===== src/rtl/alu_share_arbiter_if.sv =====
// alu_share_arbiter_if
//   Bundles the signals around the shared-ALU arbiter: two requester
//   channels, two response channels, the ALU drive/return path and the
//   busy flag.
//   Modports:
//     slave  - the arbiter side (accepts requests, drives the ALU, returns results)
//     master - the environment side (requesters, response sinks, ALU model)
interface alu_share_arbiter_if #(
    parameter int DATA_W = 32,
    parameter int CTRL_W = 3
);
    // Requester 0
    logic              req0_valid_i;
    logic              req0_ready_o;
    logic [CTRL_W-1:0] req0_ctrl_i;
    logic [DATA_W-1:0] req0_data1_i;
    logic [DATA_W-1:0] req0_data2_i;
    // Requester 1
    logic              req1_valid_i;
    logic              req1_ready_o;
    logic [CTRL_W-1:0] req1_ctrl_i;
    logic [DATA_W-1:0] req1_data1_i;
    logic [DATA_W-1:0] req1_data2_i;
    // Responses (data/zero shared by both channels)
    logic              resp0_valid_o;
    logic              resp0_ready_i;
    logic              resp1_valid_o;
    logic              resp1_ready_i;
    logic [DATA_W-1:0] resp_data_o;
    logic              resp_zero_o;
    // External ALU
    logic [DATA_W-1:0] alu_data1_o;
    logic [DATA_W-1:0] alu_data2_o;
    logic [CTRL_W-1:0] alu_ctrl_o;
    logic [DATA_W-1:0] alu_data_i;
    // Status
    logic              busy_o;

    modport slave (
        input  req0_valid_i, req0_ctrl_i, req0_data1_i, req0_data2_i,
        output req0_ready_o,
        input  req1_valid_i, req1_ctrl_i, req1_data1_i, req1_data2_i,
        output req1_ready_o,
        output resp0_valid_o, resp1_valid_o, resp_data_o, resp_zero_o,
        input  resp0_ready_i, resp1_ready_i,
        output alu_data1_o, alu_data2_o, alu_ctrl_o,
        input  alu_data_i,
        output busy_o
    );

    modport master (
        output req0_valid_i, req0_ctrl_i, req0_data1_i, req0_data2_i,
        input  req0_ready_o,
        output req1_valid_i, req1_ctrl_i, req1_data1_i, req1_data2_i,
        input  req1_ready_o,
        input  resp0_valid_o, resp1_valid_o, resp_data_o, resp_zero_o,
        output resp0_ready_i, resp1_ready_i,
        input  alu_data1_o, alu_data2_o, alu_ctrl_o,
        output alu_data_i,
        input  busy_o
    );
endinterface


===== src/rtl/alu_share_arbiter.sv =====
// alu_share_arbiter
//   Shares one external ALU between two requesters. Arbitration is
//   round-robin in IDLE; the winner's ctrl/operands are latched and held on
//   the ALU inputs for ALU_LAT cycles, then the ALU result and its zero flag
//   are captured and offered to the owning requester until it takes them.
//   Ports:
//     clk_i - clock, rising edge
//     rst_i - asynchronous reset, active-low
//     bus   - requester/response/ALU signal bundle (slave side)
module alu_share_arbiter #(
    parameter int DATA_W  = 32,
    parameter int CTRL_W  = 3,
    parameter int ALU_LAT = 1
) (
    input  logic                  clk_i,
    input  logic                  rst_i,
    alu_share_arbiter_if.slave    bus
);
    localparam int CNT_W = $clog2(ALU_LAT) + 1;

    typedef enum logic [1:0] {
        IDLE = 2'd0,
        BUSY = 2'd1,
        DONE = 2'd2
    } state_t;

    state_t            state_reg;
    logic              owner_reg;
    logic              last_grant_reg;
    logic [CTRL_W-1:0] ctrl_reg;
    logic [DATA_W-1:0] data1_reg;
    logic [DATA_W-1:0] data2_reg;
    logic [DATA_W-1:0] resp_data_reg;
    logic              resp_zero_reg;
    logic [CNT_W-1:0]  cnt_reg;

    logic grant0;
    logic grant1;
    logic owner_ready;

    // A lone request wins outright; on a tie the side that did not win last
    // time gets the grant.
    always_comb begin
        grant0 = bus.req0_valid_i & (~bus.req1_valid_i | last_grant_reg);
        grant1 = bus.req1_valid_i & (~bus.req0_valid_i | ~last_grant_reg);
    end

    // Only the owner's response ready can retire the result.
    assign owner_ready = owner_reg ? bus.resp1_ready_i : bus.resp0_ready_i;

    always_ff @(posedge clk_i or negedge rst_i) begin
        if (!rst_i) begin
            state_reg      <= IDLE;
            owner_reg      <= 1'b0;
            last_grant_reg <= 1'b1;
            ctrl_reg       <= '0;
            data1_reg      <= '0;
            data2_reg      <= '0;
            resp_data_reg  <= '0;
            resp_zero_reg  <= 1'b0;
            cnt_reg        <= '0;
        end else begin
            case (state_reg)
                IDLE: begin
                    // ready equals grant in IDLE, so a grant is a handshake
                    if (grant0) begin
                        ctrl_reg       <= bus.req0_ctrl_i;
                        data1_reg      <= bus.req0_data1_i;
                        data2_reg      <= bus.req0_data2_i;
                        owner_reg      <= 1'b0;
                        last_grant_reg <= 1'b0;
                        cnt_reg        <= CNT_W'(ALU_LAT - 1);
                        state_reg      <= BUSY;
                    end else if (grant1) begin
                        ctrl_reg       <= bus.req1_ctrl_i;
                        data1_reg      <= bus.req1_data1_i;
                        data2_reg      <= bus.req1_data2_i;
                        owner_reg      <= 1'b1;
                        last_grant_reg <= 1'b1;
                        cnt_reg        <= CNT_W'(ALU_LAT - 1);
                        state_reg      <= BUSY;
                    end
                end
                BUSY: begin
                    if (cnt_reg == '0) begin
                        resp_data_reg <= bus.alu_data_i;
                        resp_zero_reg <= (bus.alu_data_i == '0);
                        state_reg     <= DONE;
                    end else begin
                        cnt_reg <= cnt_reg - 1'b1;
                    end
                end
                DONE: begin
                    if (owner_ready) begin
                        state_reg <= IDLE;
                    end
                end
                default: state_reg <= IDLE;
            endcase
        end
    end

    assign bus.req0_ready_o  = (state_reg == IDLE) & grant0;
    assign bus.req1_ready_o  = (state_reg == IDLE) & grant1;
    assign bus.resp0_valid_o = (state_reg == DONE) & ~owner_reg;
    assign bus.resp1_valid_o = (state_reg == DONE) &  owner_reg;
    assign bus.resp_data_o   = resp_data_reg;
    assign bus.resp_zero_o   = resp_zero_reg;
    assign bus.alu_data1_o   = data1_reg;
    assign bus.alu_data2_o   = data2_reg;
    assign bus.alu_ctrl_o    = ctrl_reg;
    assign bus.busy_o        = (state_reg != IDLE);
endmodule


===== src/flat_wrapper.sv =====
// flat-port wrapper written by rule: the top's interface ports become plain ports
module alu_share_arbiter_flat 
#(
    parameter int DATA_W  = 32,
    parameter int CTRL_W  = 3,
    parameter int ALU_LAT = 1
)
  (clk_i, rst_i, bus_req0_valid_i, bus_req0_ctrl_i, bus_req0_data1_i, bus_req0_data2_i, bus_req0_ready_o, bus_req1_valid_i, bus_req1_ctrl_i, bus_req1_data1_i, bus_req1_data2_i, bus_req1_ready_o, bus_resp0_valid_o, bus_resp1_valid_o, bus_resp_data_o, bus_resp_zero_o, bus_resp0_ready_i, bus_resp1_ready_i, bus_alu_data1_o, bus_alu_data2_o, bus_alu_ctrl_o, bus_alu_data_i, bus_busy_o);
  alu_share_arbiter_if #(.DATA_W(DATA_W), .CTRL_W(CTRL_W)) bus_i ();
  input  logic clk_i;
  input  logic rst_i;
  input wire logic [$bits(bus_i.req0_valid_i)-1:0] bus_req0_valid_i;
  input wire logic [$bits(bus_i.req0_ctrl_i)-1:0] bus_req0_ctrl_i;
  input wire logic [$bits(bus_i.req0_data1_i)-1:0] bus_req0_data1_i;
  input wire logic [$bits(bus_i.req0_data2_i)-1:0] bus_req0_data2_i;
  output wire logic [$bits(bus_i.req0_ready_o)-1:0] bus_req0_ready_o;
  input wire logic [$bits(bus_i.req1_valid_i)-1:0] bus_req1_valid_i;
  input wire logic [$bits(bus_i.req1_ctrl_i)-1:0] bus_req1_ctrl_i;
  input wire logic [$bits(bus_i.req1_data1_i)-1:0] bus_req1_data1_i;
  input wire logic [$bits(bus_i.req1_data2_i)-1:0] bus_req1_data2_i;
  output wire logic [$bits(bus_i.req1_ready_o)-1:0] bus_req1_ready_o;
  output wire logic [$bits(bus_i.resp0_valid_o)-1:0] bus_resp0_valid_o;
  output wire logic [$bits(bus_i.resp1_valid_o)-1:0] bus_resp1_valid_o;
  output wire logic [$bits(bus_i.resp_data_o)-1:0] bus_resp_data_o;
  output wire logic [$bits(bus_i.resp_zero_o)-1:0] bus_resp_zero_o;
  input wire logic [$bits(bus_i.resp0_ready_i)-1:0] bus_resp0_ready_i;
  input wire logic [$bits(bus_i.resp1_ready_i)-1:0] bus_resp1_ready_i;
  output wire logic [$bits(bus_i.alu_data1_o)-1:0] bus_alu_data1_o;
  output wire logic [$bits(bus_i.alu_data2_o)-1:0] bus_alu_data2_o;
  output wire logic [$bits(bus_i.alu_ctrl_o)-1:0] bus_alu_ctrl_o;
  input wire logic [$bits(bus_i.alu_data_i)-1:0] bus_alu_data_i;
  output wire logic [$bits(bus_i.busy_o)-1:0] bus_busy_o;
  assign bus_i.req0_valid_i = bus_req0_valid_i;
  assign bus_i.req0_ctrl_i = bus_req0_ctrl_i;
  assign bus_i.req0_data1_i = bus_req0_data1_i;
  assign bus_i.req0_data2_i = bus_req0_data2_i;
  assign bus_req0_ready_o = bus_i.req0_ready_o;
  assign bus_i.req1_valid_i = bus_req1_valid_i;
  assign bus_i.req1_ctrl_i = bus_req1_ctrl_i;
  assign bus_i.req1_data1_i = bus_req1_data1_i;
  assign bus_i.req1_data2_i = bus_req1_data2_i;
  assign bus_req1_ready_o = bus_i.req1_ready_o;
  assign bus_resp0_valid_o = bus_i.resp0_valid_o;
  assign bus_resp1_valid_o = bus_i.resp1_valid_o;
  assign bus_resp_data_o = bus_i.resp_data_o;
  assign bus_resp_zero_o = bus_i.resp_zero_o;
  assign bus_i.resp0_ready_i = bus_resp0_ready_i;
  assign bus_i.resp1_ready_i = bus_resp1_ready_i;
  assign bus_alu_data1_o = bus_i.alu_data1_o;
  assign bus_alu_data2_o = bus_i.alu_data2_o;
  assign bus_alu_ctrl_o = bus_i.alu_ctrl_o;
  assign bus_i.alu_data_i = bus_alu_data_i;
  assign bus_busy_o = bus_i.busy_o;
  alu_share_arbiter #(.DATA_W(DATA_W), .CTRL_W(CTRL_W), .ALU_LAT(ALU_LAT)) u_core (.clk_i(clk_i), .rst_i(rst_i), .bus(bus_i));
endmodule

===== config.mk =====
export PLATFORM = sky130hd
export DESIGN_NAME = alu_share_arbiter_flat
export DESIGN_NICKNAME = d
export VERILOG_FILES = /design/src/rtl/alu_share_arbiter_if.sv /design/src/rtl/alu_share_arbiter.sv /design/src/flat_wrapper.sv
export SDC_FILE = /design/constraint.sdc
export NUM_CORES = 1
export LEC_CHECK = 0
export CAP_MARGIN = 25
export CORE_ASPECT_RATIO = 1.1
export CORE_MARGIN = 2
export CORE_UTILIZATION = 32
export CTS_BUF_LIST = sky130_fd_sc_hd__clkbuf_2
export CTS_CLUSTER_DIAMETER = 60
export CTS_CLUSTER_SIZE = 14
export DETAILED_ROUTE_END_ITERATION = 10
export GPL_ROUTABILITY_DRIVEN = 0
export GPL_TIMING_DRIVEN = 0
export PLACE_DENSITY = 0.72
export SYNTH_ARGS = -nofsm -noshare
export SYNTH_HDL_FRONTEND = slang
export SYNTH_SLANG_ARGS = --single-unit

===== constraint.sdc =====
create_clock -name clk_i -period 1.4 [get_ports clk_i]
set_input_delay 0.35 -clock clk_i [delete_from_list [all_inputs] [get_ports clk_i]]
set_output_delay 0.35 -clock clk_i [all_outputs]
set_load 0.02 [all_outputs]

Word level (Yosys, flattened, before mapping)
Cells that the tools add are included.
{"block": "op_classes", "n_mux": 18, "addsub": 1, "bitwise_logic": 13, "reduce_logical": 9, "n_eq_ne": 5}
{"operator": "two-way mux 32 bit", "n": 4}
{"operator": "logical NOT 32 bit", "n": 1}
{"operator": "two-way mux 2 bit", "n": 4}
{"operator": "AND 1 bit", "n": 6}
{"operator": "two-way mux 1 bit", "n": 6}
{"operator": "two-way mux 3 bit", "n": 2}
{"operator": "case mux 2 bit (3 select lines)", "n": 1}
{"operator": "AND reduction 2 bit", "n": 3}
{"operator": "nonzero test 2 bit", "n": 3}
{"operator": "NOT 1 bit", "n": 5}
{"operator": "!= test 3 x 1 -> 1 bit, second input constant", "n": 1}
{"operator": "AND reduction 3 bit", "n": 1}
{"operator": "== test 2 x 1 -> 1 bit, second input constant", "n": 1}
{"operator": "== test 2 bit, second input constant", "n": 1}
{"operator": "logical NOT 2 bit", "n": 1}
{"operator": "!= test 2 x 1 -> 1 bit, second input constant", "n": 1}
{"operator": "!= test 2 bit, second input constant", "n": 1}
{"operator": "bitwise OR 1 bit", "n": 2}
{"operator": "case mux 1 bit (2 select lines)", "n": 1}
{"operator": "subtractor 1 bit, second input constant", "n": 1}
{"block": "totals", "ff_bits": 105, "out_inout_bits": 105, "inputBits": 172}

Longest topological paths before layout
Gate-level depths: netlist of the first run.
{"block": "depth", "ltp_word": 6, "ltp_mapped": 8}

Worst setup path after synthesis of the first run
No wires, ideal clock.
{"block": "synth_path", "path_kind": "register to output", "from": "register u_core.state_reg[1]", "to": "output port bus_req0_ready_o", "stages_incl_launch_ff": 5, "t_required_ns": 1.050, "path_slack_ns": -0.622, "arrival_ns": 1.672, "n_path_buf": 1, "path_cell_list": "dfrtp_1 nor2_1 clkbuf_1 inv_1 nor3_1"}
{"block": "synth_via", "elab_chain_cells": 2}
{"element": "start: declaration", "line": "alu_share_arbiter.sv:27", "rtl": "state_t state_reg;"}
{"element": "start signal: assignment", "line": "alu_share_arbiter.sv:53", "rtl": "state_reg <= IDLE;"}
{"element": "start signal: assignment", "line": "alu_share_arbiter.sv:73", "rtl": "state_reg <= BUSY;"}
{"element": "start signal: assignment", "line": "alu_share_arbiter.sv:81", "rtl": "state_reg <= BUSY;"}
{"element": "logical NOT 2 bit", "line": "alu_share_arbiter.sv:103", "rtl": "assign bus.req0_ready_o = (state_reg == IDLE) & grant0;"}
{"element": "AND 1 bit", "line": "alu_share_arbiter.sv:103"}
{"element": "end: declaration", "line": "flat_wrapper.sv:16", "rtl": "output wire logic [$bits(bus_i.req0_ready_o)-1:0] bus_req0_ready_o;"}
No other way between the ends.

Final worst setup path of the first run
{"block": "layout_path", "from": "register u_core.last_grant_reg", "to": "output port bus_req0_ready_o"}
{"block": "layout_via", "elab_chain_cells": 3}
{"element": "start: declaration", "line": "alu_share_arbiter.sv:29", "rtl": "logic last_grant_reg;"}
{"element": "start signal: assignment", "line": "alu_share_arbiter.sv:55", "rtl": "last_grant_reg <= 1'b1;"}
{"element": "start signal: assignment", "line": "alu_share_arbiter.sv:71", "rtl": "last_grant_reg <= 1'b0;"}
{"element": "start signal: assignment", "line": "alu_share_arbiter.sv:79", "rtl": "last_grant_reg <= 1'b1;"}
{"element": "bitwise OR 1 bit", "line": "alu_share_arbiter.sv:44", "rtl": "grant0 = bus.req0_valid_i & (~bus.req1_valid_i | last_grant_reg);"}
{"element": "AND 1 bit", "line": "alu_share_arbiter.sv:44"}
{"element": "AND 1 bit", "line": "alu_share_arbiter.sv:103"}
No other way between the ends.

==> results of run 1 <==
logic make-up (layout without fill, tap and decap cells):
group	count (synthesis)	in the layout	synth area share (%)
AO/OA/AOI/OAI	205	205	24.31
flip-flops	104	104	50.84
AND/OR/NAND/NOR	90	90	12.31
buffers and inverters	60	410	5.277
multiplexers	33	33	7.256
worst max-delay path, delay by kind of cell (launching register included):
kind / cells / cell delay (ns)
flops: 1 / 0.62
buf+inv: 2 / 0.29
simple gates: 2 / 0.21
stage by stage:
stage	utilization [%]	total power [mW]
floorplan	-	10.90
global route	59.94	21.81
CTS	56.90	19.31
finish	59.94	20.74
global placement	52.21	15.56
detailed placement	52.37	15.78
final timing paths:
check                                                      start  cells after the start                                     end
max                            u_core.last_grant_reg$_DFFE_PN1P_                      4                        bus_req0_ready_o
min                                             bus_req0_valid_i                      4  u_core.bus.alu_data2_o[17]$_DFFE_PN0P_
max reg2reg                    u_core.last_grant_reg$_DFFE_PN1P_                      6   u_core.bus.alu_data1_o[9]$_DFFE_PN0P_
min reg2reg                u_core.bus.resp_data_o[4]$_DFFE_PN0N_                      1   u_core.bus.resp_data_o[4]$_DFFE_PN0N_
max in group asynchronous                                  rst_i                      3       u_core.last_grant_reg$_DFFE_PN1P_
min in group asynchronous                                  rst_i                      2  u_core.bus.resp_data_o[15]$_DFFE_PN0N_
timing repair:
item / in CTS / in global routing
resized for setup: 693 / 42
endpoints found under the setup margin: 203 / 202
pin swaps: 11 / 10
hold buffers: 1 / 0
setup buffers: 30 / 20
gates cloned: 0 / 9
hold endpoints to repair: 49 / 0
area by class of cell:
type / count / area (µm²)
fill: 1314 / 6280
timing repair buffer: 336 / 3551
sequential: 104 / 2604
multi-input combinational: 328 / 2303
buffer: 55 / 510.5
tap: 200 / 250.2
clock inverter: 6 / 112.6
clock buffer: 10 / 50.05
inverter: 3 / 13.76
synthesized netlist by cell type, drive strengths merged (2+ instances only):
library cell / count / area [µm²]
inv: 3 / 11.26
nand4: 2 / 12.51
a2bb2oi: 2 / 17.52
dfrtp: 103 / 2577
nor2: 4 / 15.01
nand2b: 2 / 12.51
a31oi: 67 / 544.3
buf: 17 / 108.9
a21oi: 67 / 335.3
nand3b: 67 / 503.0
nand2: 2 / 7.510
o21ai: 68 / 340.3
clkbuf: 40 / 150.1
mux2: 33 / 371.6
nor4: 8 / 50.05
power by group through the flow:
stage,sequential (mW),clock (mW),combinational (mW)
global placement,5.41,0,10.1
global route,5.88,2.03,13.9
finish,5.72,1.86,13.2
detailed placement,5.48,0,10.3
CTS,5.68,1.91,11.7
floorplan,7.16,0,3.74
metal layers:
| metal | GRT usage [%] | up-vias | wire length [µm] |
|---|---|---|---|
| li1 | - | 2530 | - |
| met1 | 26.24 | 2618 | 8162 |
| met2 | 39.68 | 241 | 10230 |
| met3 | 4.691 | 34 | 1228 |
| met4 | 8.739 | 0 | 502 |
| met5 | 0 | - | 0 |
==> impl.org, run 1 <==
** Worst setup path
- Cell Chain, Critical Path :: nor2b_2 > clkbuf_16 > nor3_4 > buf_6
- STA classifies the critical path startpoint as a register.
- Register-to-register path setup slack :: -0.29 ns
- STA puts the critical path data required time at 1.05 ns.
- The worst setup path is captured at a primary output.
- Biggest fanout along the worst timing path :: 2
- The largest single stage delay on the critical path is 0.62 ns.
- For the worst setup path, the data arrival time is 1.71 ns.
- Start-to-end type of the worst setup path :: reg2out
- Slowest-stage cell, CP :: sky130_fd_sc_hd__dfstp_2

** Detailed routing
- Via total after detailed routing :: 5423
- Post-detailed-routing wire length :: 20120 µm
- In the routed design, unresolved DRC markers number 0.
- Routed length per instance :: 19.31 µm
- Residual antenna-violating net count after detailed routing :: 0
- The first detailed-routing pass ran for 4 iterations.
- Count of routing violations after the opening detailed-route iteration :: 301
- Avg Vias per Cell :: 5.204

** Clock network
- Clock network latency to the later pin of the worst-skew pair :: 0.62 ns
- Clock Pin Slew Worst Setup and Hold Paths :: 0.28 ns
- The tree is rooted in a sky130_fd_sc_hd__clkbuf_2.
- CTS Buffer Depth :: 2
- CTS sink count :: 104
- CTS tree :: built
- TritonCTS Buffers :: 9
- The H-tree generated during clock tree synthesis spans 3 levels.

** Pwr
- Sequential cells burn 27.6% of the power.
- In this run the power spent charging and discharging nets is 8.129 mW.
- Relative contribution of the clock network to total power :: 9.0%
- For this design the static power due to leakage is 3.829 nW.
- IR analysis of the VDD net gives a maximum drop of 0.0008156 V.
- Internal power consumption :: 12.61 mW
- Switch share :: 39.20%
- PD cells :: 2207 nW/µm²
- Combinational logic is responsible for 63.5% of the overall power.

** Place
- PortBufs :: 275
- Hpwl dp :: 14400 µm
- Post-Place Cells :: 968
- Dpl cell area :: 8209 µm²
- Before CTS, the worst setup slack after placement is -1.141 ns.

** Timing
- RSZ-0062 raised after global routing :: yes
- Fmax :: 485.4 MHz
- # setup viols final :: 173
- Hold is met by 0.2328 ns.
- Final clock period utilization by the worst path :: 147.1%
- Number of failing hold endpoints at the final stage :: 0
- Actual slew at the worst max-slew pin :: 0.7042 ns
- The final-report max-slew violation count came to 0.
- The worst pin sits at a relative slew slack of 53.05%.
- Setup slack on the critical path of the routed design comes to -0.6600 ns.
- Worst Clk Skew :: 0.02329 ns
- Subtracting the final worst setup slack from the clock period gives 2.060 ns.
- After routing, the total negative slack on setup checks comes to -29.52 ns.

** GRT
- Global routing finished with a remaining overflow of 0.
- Antenna violations before repair :: 0
- The number of global-route vias before repair is 5501.
- Entering global routing, the biggest net connects 56 pins.
- The first global-routing pass estimated 29590 µm of wire.
- For this run, the total global-route usage over all layers was measured as 22.19%.

** Layout
- N_diodes :: 0
- Most common cell after layout, fill and taps aside :: sky130_fd_sc_hd__clkdlybuf4s50_1
- With fillers left out, the area of the finished cells amounts to 9395 µm².
- Cells with a size suffix above 1 make up 33.85% of the layout.
- After the last flow step, the layout net total stands at 1009.
- Number of standard cells in the layout, taps in and fillers out :: 1042
- Most frequent cells in the layout :: 169 x sky130_fd_sc_hd__clkdlybuf4s50_1, 106 x sky130_fd_sc_hd__buf_6, 103 x sky130_fd_sc_hd__dfrtp_1
- Layout overhead on the synthesized area :: 83.46%

** Synthesis
- After synthesis, flip-flops and latches occupy 50.84% of the total area.
- After technology mapping, the gate count stands at 492.
- After synthesis, the netlist uses 25 different library cells.
- Synthesized cell area :: 5121 µm²
- Mapped Nets :: 664
- Yosys warns :: 0
- The synthesized design contains 0 enable-type register cells.
- The average instance in the mapped netlist occupies 10.41 µm².
- After synthesis the netlist holds a flip-flop and latch count of 104.
- Predominant post-synthesis flop cell :: sky130_fd_sc_hd__dfrtp_1
- Counting flops with an async set or reset pin after synthesis yields a share of 100.0%.

** Flow run
- Max-cap violations in this run came to 0.

** Run status
- The checks that failed: setup timing.
- Run status :: finished, violations left

** Die
- The core region is 15680 µm².
- Overall die width :: 124.6 µm
- After floorplanning, the core was divided into 48 placement rows.
- The die covers 17030 µm².
- Y dimension of the die :: 136.7 µm
- For this design the top-level I/O count stands at 277.
- Initial Util :: 32.67%

** Min path
- Class of the most critical hold timing path :: in2reg
Power figures use the tool's default switching activity.
==> run 2, diff against run 1 <==
Settings changed: CORE_MARGIN 2 to 4, PLACE_DENSITY 0.72 to 0.69.
Clock period 1.4 ns to 2.3 ns, I/O delays scaled along.
==> run 2 against run 1 <==
  * The run now ends clean
  * First-iteration DRC count fell by 16%
  * Worst setup slack improved by 0.73 ns
  * Cell count decreased by 4.8%
  * Clock skew rose by 0.024 ns
  * Register-to-register slack better by 0.72 ns
  * Cell area down 9.4%
  * Non-clock buffer count fell by 50
  * Combinational power down 53%
  * Largest power group unchanged
==> impl.org, run 2 (same netlist as run 1, synthesis figures left out) <==
** Run status
- Run status :: finished clean (was finished, violations left)

** Timing
- RSZ-0062 raised after global routing :: yes (unchanged)
- Relative max-transition margin :: 56.31% (was 53.05%)
- Fmax :: 447.9 MHz
- The setup clock skew after layout was 0.04744 ns (was 0.02329 ns).
- Counting I/O delays and the setup requirement, the final critical path takes 2.232 ns.
- Aggregate negative setup slack :: 0 ns (was -29.52 ns)
- Final clock period utilization by the worst path :: 97.06%
- Number of failing hold endpoints at the final stage :: 0 (unchanged)
- The transition time at the pin with the least slew margin came to 0.6553 ns (was 0.7042 ns).
- The setup violation total in the final timing report came to 0 (was 173).
- The final-report max-slew violation count is 0 (unchanged).

** Detailed routing
- DRC violation count after routing :: 0 (unchanged)
- The average via count per standard cell was 5.277 (was 5.204).
- The post-detailed-routing wire length is 19150 µm (was 20120 µm).
- The DRC marker count from the first detailed-route iteration came to 253 (was 301).
- The average wire per cell in the routed design came to 19.30 µm (was 19.31 µm).
- Router iterations before antenna repair :: 5 (was 4)
- Via total after detailed routing :: 5235 (was 5423)
- The antenna violation net count after detailed routing was 0 (unchanged).

** Clock network
- The number of buffers on the longest clock path is 2 (unchanged).
- TritonCTS Buffers :: 9 (unchanged)
- The level count of the clock H-tree was 3 (unchanged).
- The clock-pin slew reported for the worst setup and hold paths after clock tree synthesis is 0.34 ns (was 0.28 ns).
- Clock network latency to the later pin of the worst-skew pair :: 0.59 ns (was 0.62 ns)
- The root buffer cell was sky130_fd_sc_hd__clkbuf_2 (unchanged).
- The number of clock sinks came to 104 (unchanged).
- CTS tree :: built (unchanged)

** Worst setup path
- The arrival time at the worst endpoint is 1.66 ns (was 1.71 ns).
- The start-to-end type of the worst setup path was in2out (was reg2out).
- Logic depth of the worst path, buffers included :: 5 (was 4)
- The worst endpoint required time is 1.73 ns (was 1.05 ns).
- Largest delay contributor family on the critical path :: buffers and inverters (was flip-flops)
- Cell Chain, Critical Path: buf_2 > inv_1 > buf_2 > nor3_2 > buf_4 (was nor2b_2 > clkbuf_16 > nor3_4 > buf_6).
- The largest stage delay on the critical path came to 0.40 ns (was 0.62 ns).
- Endpoint of the worst register-to-register path :: u_core.bus.alu_data2_o[6]$_DFFE_PN0P_ (was u_core.bus.alu_data1_o[9]$_DFFE_PN0P_)
- The critical path launch point type was a primary input (was register).
- Slowest-stage cell, CP :: sky130_fd_sc_hd__buf_2 (was sky130_fd_sc_hd__dfstp_2)
- By instance count, the cell type seen most on the critical path is sky130_fd_sc_hd__buf_2.
- Worst r2r src :: u_core.last_grant_reg$_DFFE_PN1P_ (unchanged)
- Register-to-register path setup slack :: 0.43 ns (was -0.29 ns)
- The maximum net fanout on the critical path came to 19 (was 2).
- Bufs and invs on worst path :: 4 (was 2)
- Setup crit end kind :: primary output (unchanged)
- Worst r2r path cells :: 7 (was 6)

** Layout
- Final-stage net count :: 959 (was 1009)
- The antenna cell count was 0 (unchanged).
- Layout overhead on the synthesized area :: 66.16% (was 83.46%)
- The ratio of cells with drive above 1 in the final layout came to 13.51% (was 33.85%).
- The number of filler instances in the final layout was 1414 (was 1314).
- Most common cell after layout, fill and taps aside :: sky130_fd_sc_hd__clkdlybuf4s50_1 (unchanged)
- Most frequent cells in the layout: 210 x sky130_fd_sc_hd__clkdlybuf4s50_1, 103 x sky130_fd_sc_hd__dfrtp_1, 68 x sky130_fd_sc_hd__o21ai_0 (was 169 x sky130_fd_sc_hd__clkdlybuf4s50_1, 106 x sky130_fd_sc_hd__buf_6, 103 x sky130_fd_sc_hd__dfrtp_1).
- Final design area excluding fillers :: 8509 µm² (was 9395 µm²)

** GRT
- The overall fraction of global-route tracks in use came to 20.52% (was 22.19%).
- The number of antenna violations at the first check in global routing is 0 (unchanged).
- The number of global-route vias before repair came to 5424 (was 5501).
- The largest net degree at the start of global routing was 57 (was 56).
- First-pass GRT wire length :: 29630 µm (was 29590 µm)
- GRT overflow :: 0 (unchanged)

** Min path
- Class of the most critical hold timing path :: in2async (was in2reg)

** Flow run
- The number of maximum-capacitance constraint violations came to 0 (unchanged).

** Die
- Standard-cell rows :: 48 (unchanged)
- Overall die width :: 128.6 µm (was 124.6 µm)
- Core region area :: 15680 µm² (unchanged)
- Y dimension of the die :: 140.7 µm (was 136.7 µm)
- The effective utilization at floorplan was 32.67% (unchanged).
- The area enclosed by the die boundary is 18090 µm² (was 17030 µm²).
- The number of ports placed on the die boundary came to 277 (unchanged).

** Place
- Dpl cell area :: 8149 µm² (was 8209 µm²)
- The number of port buffers came to 275 (unchanged).
- The detailed placer's ending HPWL came to 14800 µm (was 14400 µm).

** Pwr
- The worst-case vdd ir drop was 0.0005619 V (was 0.0008156 V).
- Leak Pwr :: 3.538 nW (was 3.829 nW)
- Total Power :: 10.43 mW (was 20.74 mW)
- The power density of the placed cells is 1225 nW/µm² (was 2207 nW/µm²).
[run 2: area by class of cell]
cell class                 count  area, µm²  share of cell area, %
tap                          200      250.2                  2.941
clock buffer                   9      45.04                 0.5293
inverter                       3      11.26                 0.1323
timing repair buffer         286       2980                  35.02
buffer                        55      267.8                  3.147
clock inverter                 7      86.33                  1.015
sequential                   104       2604                  30.60
multi-input combinational    328       2265                  26.61
[run 2: worst reg2reg max path, delay by kind of cell, from the launching register on]
| kind | cells | cell delay (ns) |
|---|---|---|
| and+or+nand+nor | 2 | 0.31 |
| DFF | 1 | 0.44 |
| buffers and inverters | 4 | 0.94 |
| AOI/OAI and AO/OA | 1 | 0.09 |
[run 2: power by group]
group          internal (mW)  total (mW)  leakage (nW)  switching, mW
Clock                  0.279       0.954        0.0769          0.675
Combinational           2.97        6.21          2.28           3.24
Sequential              2.75        3.27          1.18          0.515
[run 2: timing repair]
action / 4_1_cts / 5_1_grt
pin swaps: 2 / 0
setup buffers: 5 / 4
resized for setup: 40 / 57
hold endpoints to repair: 48 / 0
hold buffers: 1 / 0
setup endpoints to repair: 10 / 58
[run 2: how the worst max path moves through the flow]
stage,start,endpoint,slack [ns]
after floorplan,u_core.state_reg[1]$_DFFE_PN0P_,bus_req0_ready_o,0.05
final,bus_req0_valid_i,bus_req0_ready_o,0.07
after CTS,u_core.last_grant_reg$_DFFE_PN1P_,bus_req0_ready_o,-0.07
after global placement,rst_i,u_core.bus.alu_ctrl_o[0]$_DFFE_PN0P_,-3.22
after detailed placement,u_core.state_reg[1]$_DFFE_PN0P_,bus_req0_ready_o,-0.88
after global routing,u_core.state_reg[0]$_DFFE_PN0P_,bus_req0_ready_o,-0.09
[run 2: per-layer routing]
metal  global-route usage [%]  up-vias  share of wire (%)
met1                    25.43     2534                 40
met5                        0        -                  0
met3                    6.556       26                9.7
met2                    34.13      250                 48
met4                    6.247        0                2.2
li1                         -     2425                  -
[run 2: through the flow]
step	utilization, %	setup slack [ns]	hold WS [ns]	instances
after floorplan	-	0.05295	0.2794	492
after global placement	51.83	-3.223	0.4651	967
after detailed placement	51.99	-0.8849	0.4816	968
after CTS	53.20	-0.06687	0.4422	988
after global routing	54.29	-0.09318	0.4348	992
final	54.29	0.06751	0.4943	992
